**src/rtl/zext_rr_arbiter.sv**
```systemverilog
// N-way arbiter (fixed-priority or round-robin) feeding one registered output slot.
// The granted word is zero-extended to 32 bits and tagged with its source index.
module zext_rr_arbiter #(
    parameter int OP_BITS = 32,
    parameter int NREQ    = 4,
    parameter int SW      = (NREQ < 2) ? 1 : $clog2(NREQ)
) (
    input  logic                    clk,
    input  logic                    reset_l,
    input  logic [NREQ-1:0]         req_valid,
    input  logic [NREQ*OP_BITS-1:0] req_data,
    output logic [NREQ-1:0]         req_ready,
    input  logic                    single,
    output logic                    out_valid,
    output logic [31:0]             out_data,
    output logic [SW-1:0]           out_src,
    input  logic                    out_ready,
    output logic [15:0]             grant_cnt
);

    logic [SW-1:0]      ptr;
    logic [SW-1:0]      sel;
    logic [SW-1:0]      ptr_next;
    logic               found;
    logic               load;
    logic               grant;
    logic [OP_BITS-1:0] sel_data;
    logic [31:0]        ext_data;
    int                 idx;

    assign load = !out_valid || out_ready;
    // Gated by reset so no strobe escapes while the output slot is being cleared.
    assign grant = load && found && reset_l;
    assign req_ready = grant ? (NREQ'(1) << sel) : '0;

    // NOTE: every combinational output gets a default before the loop, otherwise
    // paths that never match would infer latches.
    always_comb begin
        found = 1'b0;
        sel   = '0;
        idx   = 0;
        for (int k = 0; k < NREQ; k++) begin
            idx = single ? k : ((int'(ptr) + k) % NREQ);
            if (!found && req_valid[idx[SW-1:0]]) begin
                found = 1'b1;
                sel   = idx[SW-1:0];
            end
        end
    end

    always_comb begin
        sel_data = '0;
        for (int i = 0; i < NREQ; i++) begin
            if (SW'(i) == sel) begin
                sel_data = req_data[i*OP_BITS +: OP_BITS];
            end
        end
    end

    assign ptr_next = (int'(sel) == NREQ - 1) ? '0 : sel + SW'(1);

    generate
        if (OP_BITS == 32) begin : g_pass
            assign ext_data = sel_data;
        end else begin : g_ext
            assign ext_data = {{(32-OP_BITS){1'b0}}, sel_data};
        end
    endgenerate

    // NOTE: state registers use non-blocking assignments so every flop samples
    // the pre-edge values regardless of statement order.
    always_ff @(posedge clk or negedge reset_l) begin
        if (!reset_l) begin
            out_valid <= 1'b0;
            out_data  <= '0;
            out_src   <= '0;
            ptr       <= '0;
            grant_cnt <= '0;
        end else if (grant) begin
            out_valid <= 1'b1;
            out_data  <= ext_data;
            out_src   <= sel;
            ptr       <= ptr_next;
            if (grant_cnt != 16'hFFFF) begin
                grant_cnt <= grant_cnt + 16'd1;
            end
        end else if (load) begin
            // Slot drained with nothing to refill: data and source are left as-is.
            out_valid <= 1'b0;
        end
    end

endmodule

```
**config.mk**
```make
export PLATFORM = sky130hd
export DESIGN_NAME = zext_rr_arbiter
export DESIGN_NICKNAME = d
export VERILOG_FILES = /design/src/rtl/zext_rr_arbiter.sv
export SDC_FILE = /design/constraint.sdc
export NUM_CORES = 1
export LEC_CHECK = 0
export CELL_PAD_IN_SITES_DETAIL_PLACEMENT = 1
export CELL_PAD_IN_SITES_GLOBAL_PLACEMENT = 1
export CORE_MARGIN = 4
export CORE_UTILIZATION = 27
export DETAILED_ROUTE_END_ITERATION = 8
export HOLD_SLACK_MARGIN = 0.08
export PLACE_DENSITY_LB_ADDON = 0.3
export SYNTH_ARGS = -nofsm -noshare
export SYNTH_HDL_FRONTEND = slang
export SYNTH_SLANG_ARGS = --single-unit
```
**constraint.sdc**
```tcl
create_clock -name clk -period 3.6 [get_ports clk]
set_clock_uncertainty 0.05 [all_clocks]
set_input_delay 0.72 -clock clk [delete_from_list [all_inputs] [get_ports clk]]
set_output_delay 0.72 -clock clk [all_outputs]
set_load 0.005 [all_outputs]
```
==> results.py <==
metrics = {
    "floorplan": {
        "start_util_pct": 27.6,
        "core_um2": 12600,
        "dieArea_um2": 14800,
        "die_h_um": 122,
        "fp.dieW_um": 122,
        "io_pins": 191,
        "rows": 41,
    },
    "critical_path": {
        "crit_end": "req_ready[2]",
        "regToRegStartpoint": "ptr[0]$_DFFE_PN0P_",
        "cpPeakStageDelay_ns": 0.49,
        "crit_path_max_fanout": 6,
        "cp_top_family": "buffers and inverters",
        "startpoint": "req_valid[3]",
        "cp-end-kind": "output pin",
        "worst_setup_path_start_kind": "input pin",
        "r2r-end": "out_data[31]$_DFFE_PN0P_",
        "critPathBufInv": 3,
        "path_depth": 9,
        "path_class": "input pin to output pin",
        "r2r_setup_slack_ns": 0.56,
        "cp_slowest_cell": "clkdlybuf4s50_1",
        "cp_cell_sequence": "clkdlybuf4s15_1, buf_4, o21ai_1, o211ai_1, a211oi_2, a21o_1, ha_2, and2_1, clkdlybuf4s50_1",
        "r2r_cells": 15,
        "critPathRequiredTime_ns": 2.83,
        "worstPathArrival_ns": 2.73,
    },
    "finish": {
        "syn2layout_area_growth_pct": 67.6,
        "drive_above_1_share_pct": 8.59,
        "fin_cells": 824,
        "nets": 792,
        "nFillCells": 1535,
        "n_antenna_cell": 0,
        "design_area_um2": 5850,
    },
    "clocking": {
        "cts.clk_slew.worst_paths_ns": 0.07,
        "cts_made_buffers": 5,
        "cts_sinks": 53,
        "clock_path_buffers": 2,
        "cts-root-buf": "clkbuf_16",
        "cts_tree": "yes",
        "holdBufCountCts": 0,
        "htree_levels": 2,
        "clkLatencyLatePin_ns": 0.29,
    },
    "logic_synthesis": {
        "synthFlopType": "dfrtp_1",
        "yosysMostFrequentCell": "a21oi_1",
        "synth_top_cell_by_area": "dfrtp_1",
        "syn_inst": 458,
        "postSynthAreaPerCell_um2": 7.61,
        "synth_cell_types": 44,
        "synth_area_leaders": "dfrtp_1 38%, a21oi_1 15%, nand2_1 8.4%",
        "yosys_warnings": 0,
        "netlist_top_cells_count": "102 x a21oi_1, 78 x nand2_1, 53 x dfrtp_1",
        "synth_area_um2": 3490,
        "synth.top_cell.area_share_pct": 38.0,
        "syn-num-nets": 599,
        "ys_async_sr_fraction_pct": 100,
        "synth_edf_count": 0,
        "ys_seq_elements": 53,
        "seq_area_frac_synth_pct": 38.0,
    },
    "timing": {
        "max_freq_mhz": 286,
        "setup_viol": 0,
        "slew_viol_final": 0,
        "rsz0062_at_grt": "false",
        "post-route-period-util_pct": 97.1,
        "tightest_slew_ns": 0.700,
        "timing_hold_violations_final": 0,
        "min_period_ns": 3.50,
        "setup_ws_ns": 0.103,
        "timing.slew.headroom_pct": 53.3,
    },
    "grt": {
        "use_met2_pct": 32.8,
        "grt_util_met3_pct": 6.36,
        "grt_pass1_vias": 4301,
        "grt_first_pass_wirelength_um": 21900,
        "top_usage_layer": "met2",
        "globalRouteOverflowTotal": 0,
        "grt_max_degree": 65,
        "track_usage_pct": 18.4,
        "grt_util_met1_pct": 21.2,
        "antenna_found_initial": 0,
    },
    "routing": {
        "wirelength_um": 13500,
        "routedWlPerCell_um": 16.4,
        "first_pass_iters": 4,
        "dr.first_iter.drc_count": 131,
        "vias": 3986,
        "post_drt_via_cell_ratio": 4.84,
        "drcViolationCount": 0,
        "ant_nets": 0,
    },
    "place": {
        "place_ws_ns": -0.238,
        "dp_hpwl_um": 10400,
        "dpl-instance-area_um2": 5680,
        "place_congestion": 0.976,
        "dp_cells": 815,
        "io_buffer_count": 190,
    },
    "worst_hold_path": {
        "hold_class": "register to register",
        "min_path_cells": 2,
    },
    "status": {
        "status": "finished, final reports clean",
    },
    "pwr": {
        "total_power_mw": 3.40,
        "p_leak_nw": 2.36,
        "powerDensity_nw_per_um2": 582,
        "vdd_drop_max_uv": 243,
    },
    "job": {
        "maxCapViolCount": 0,
    },
}
[how the worst min path moves through the flow]
stage,startpoint,end,slack [ns]
after floorplan,reset_l,grant_cnt[0]$_DFFE_PN0P_,0.37
after global placement,out_data[30]$_DFFE_PN0P_,out_data[30]$_DFFE_PN0P_,0.41
after detailed placement,out_data[31]$_DFFE_PN0P_,out_data[31]$_DFFE_PN0P_,0.43
after CTS,out_data[8]$_DFFE_PN0P_,out_data[8]$_DFFE_PN0P_,0.44
after global routing,out_data[8]$_DFFE_PN0P_,out_data[8]$_DFFE_PN0P_,0.45
final,out_data[8]$_DFFE_PN0P_,out_data[8]$_DFFE_PN0P_,0.43
[power by group]
part	internal [mW]	switching (mW)	total [mW]
sequential	0.792	0.157	0.949
combinational	1.02	0.966	1.98
clock	0.259	0.212	0.471
total	2.07	1.34	3.40
[cell type report]
class                      instances  area, µm²  share of cell area (%)
clock buffer                       7        133                    2.27
timing repair buffer             220       2130                    36.4
clock inverter                     1       7.51                   0.128
inverter                           8       30.0                   0.514
tap                              172        215                    3.68
multi-input combinational        363       2010                    34.4
sequential                        53       1330                    22.7
[flip-flops by register name, indices dropped and copies added, names as in the netlist]
signal,count
ptr,2
out_valid,1
grant_cnt,16
out_src,2
out_data,32
[routing by layer]
metal  routed length, µm  vias up  part of all wire, %
li1                    -     1973                    -
met1                5450     1884                   40
met2                6820      117                   51
met3                1060       12                  7.8
met4                 176        0                  1.3
met5                   0        -                    0
[worst register-to-register path, cell delays in order, from the launching register on]
cell and delay (ns):
dfrtp_1 0.54, nand2b_1 0.24, o221ai_4 0.15, buf_6 0.15, a211oi_2 0.19, a21o_1 0.25
inv_2 0.07, ha_2 0.17, buf_4 0.14, buf_4 0.22, nand3b_1 0.20, a21oi_1 0.19
a21oi_1 0.06, nor2_1 0.14, a21oi_1 0.05, o21ai_0 0.16
[stage by stage]
| step | hold slack (ns) | utilization [%] | setup TNS (ns) |
|---|---|---|---|
| after detailed placement | 0.426 | 45.0 | -4.32 |
| after floorplan | 0.374 | - | 0 |
| final | 0.429 | 46.3 | 0 |
| after global routing | 0.451 | 46.3 | 0 |
| after CTS | 0.437 | 46.3 | 0 |
| after global placement | 0.414 | 45.0 | -0.498 |
[cell usage in the layout, fill, tap and decap left out, types with 3 or more instances in the layout]
cell / instances
clkdlybuf4s50_1: 184
a21oi_1: 101
nand2_1: 77
dfrtp_1: 53
nor2_1: 42
o21ai_0: 34
nand3b_1: 33
buf_4: 28
xnor2_1: 11
nand3_1: 9
inv_1: 6
and2_1: 5
nand4_1: 5
clkbuf_16: 5
and3_1: 4
o21ai_1: 4
xor2_1: 4
nand2b_1: 3
ha_2: 3
[cell families after synthesis]
| kind of cell | after synthesis | synth area share, % |
|---|---|---|
| flip-flops | 53 | 38.0 |
| XOR/XNOR | 15 | 3.77 |
| AND/OR/NAND/NOR | 188 | 26.3 |
| adder cells (fa/ha/maj) | 5 | 1.79 |
| AO/OA/AOI/OAI | 153 | 24.1 |
| buffers and inverters | 42 | 5.42 |
| multiplexers | 2 | 0.610 |
[repair_timing]
| action | 4_1_cts | 5_1_grt |
|---|---|---|
| setup buffers | 1 | 0 |
| endpoints found under the setup margin | 4 | 4 |
| gates resized for setup | 12 | 11 |
| pin swaps | 3 | 2 |
No activity file was read; power rests on OpenSTA's default activity.
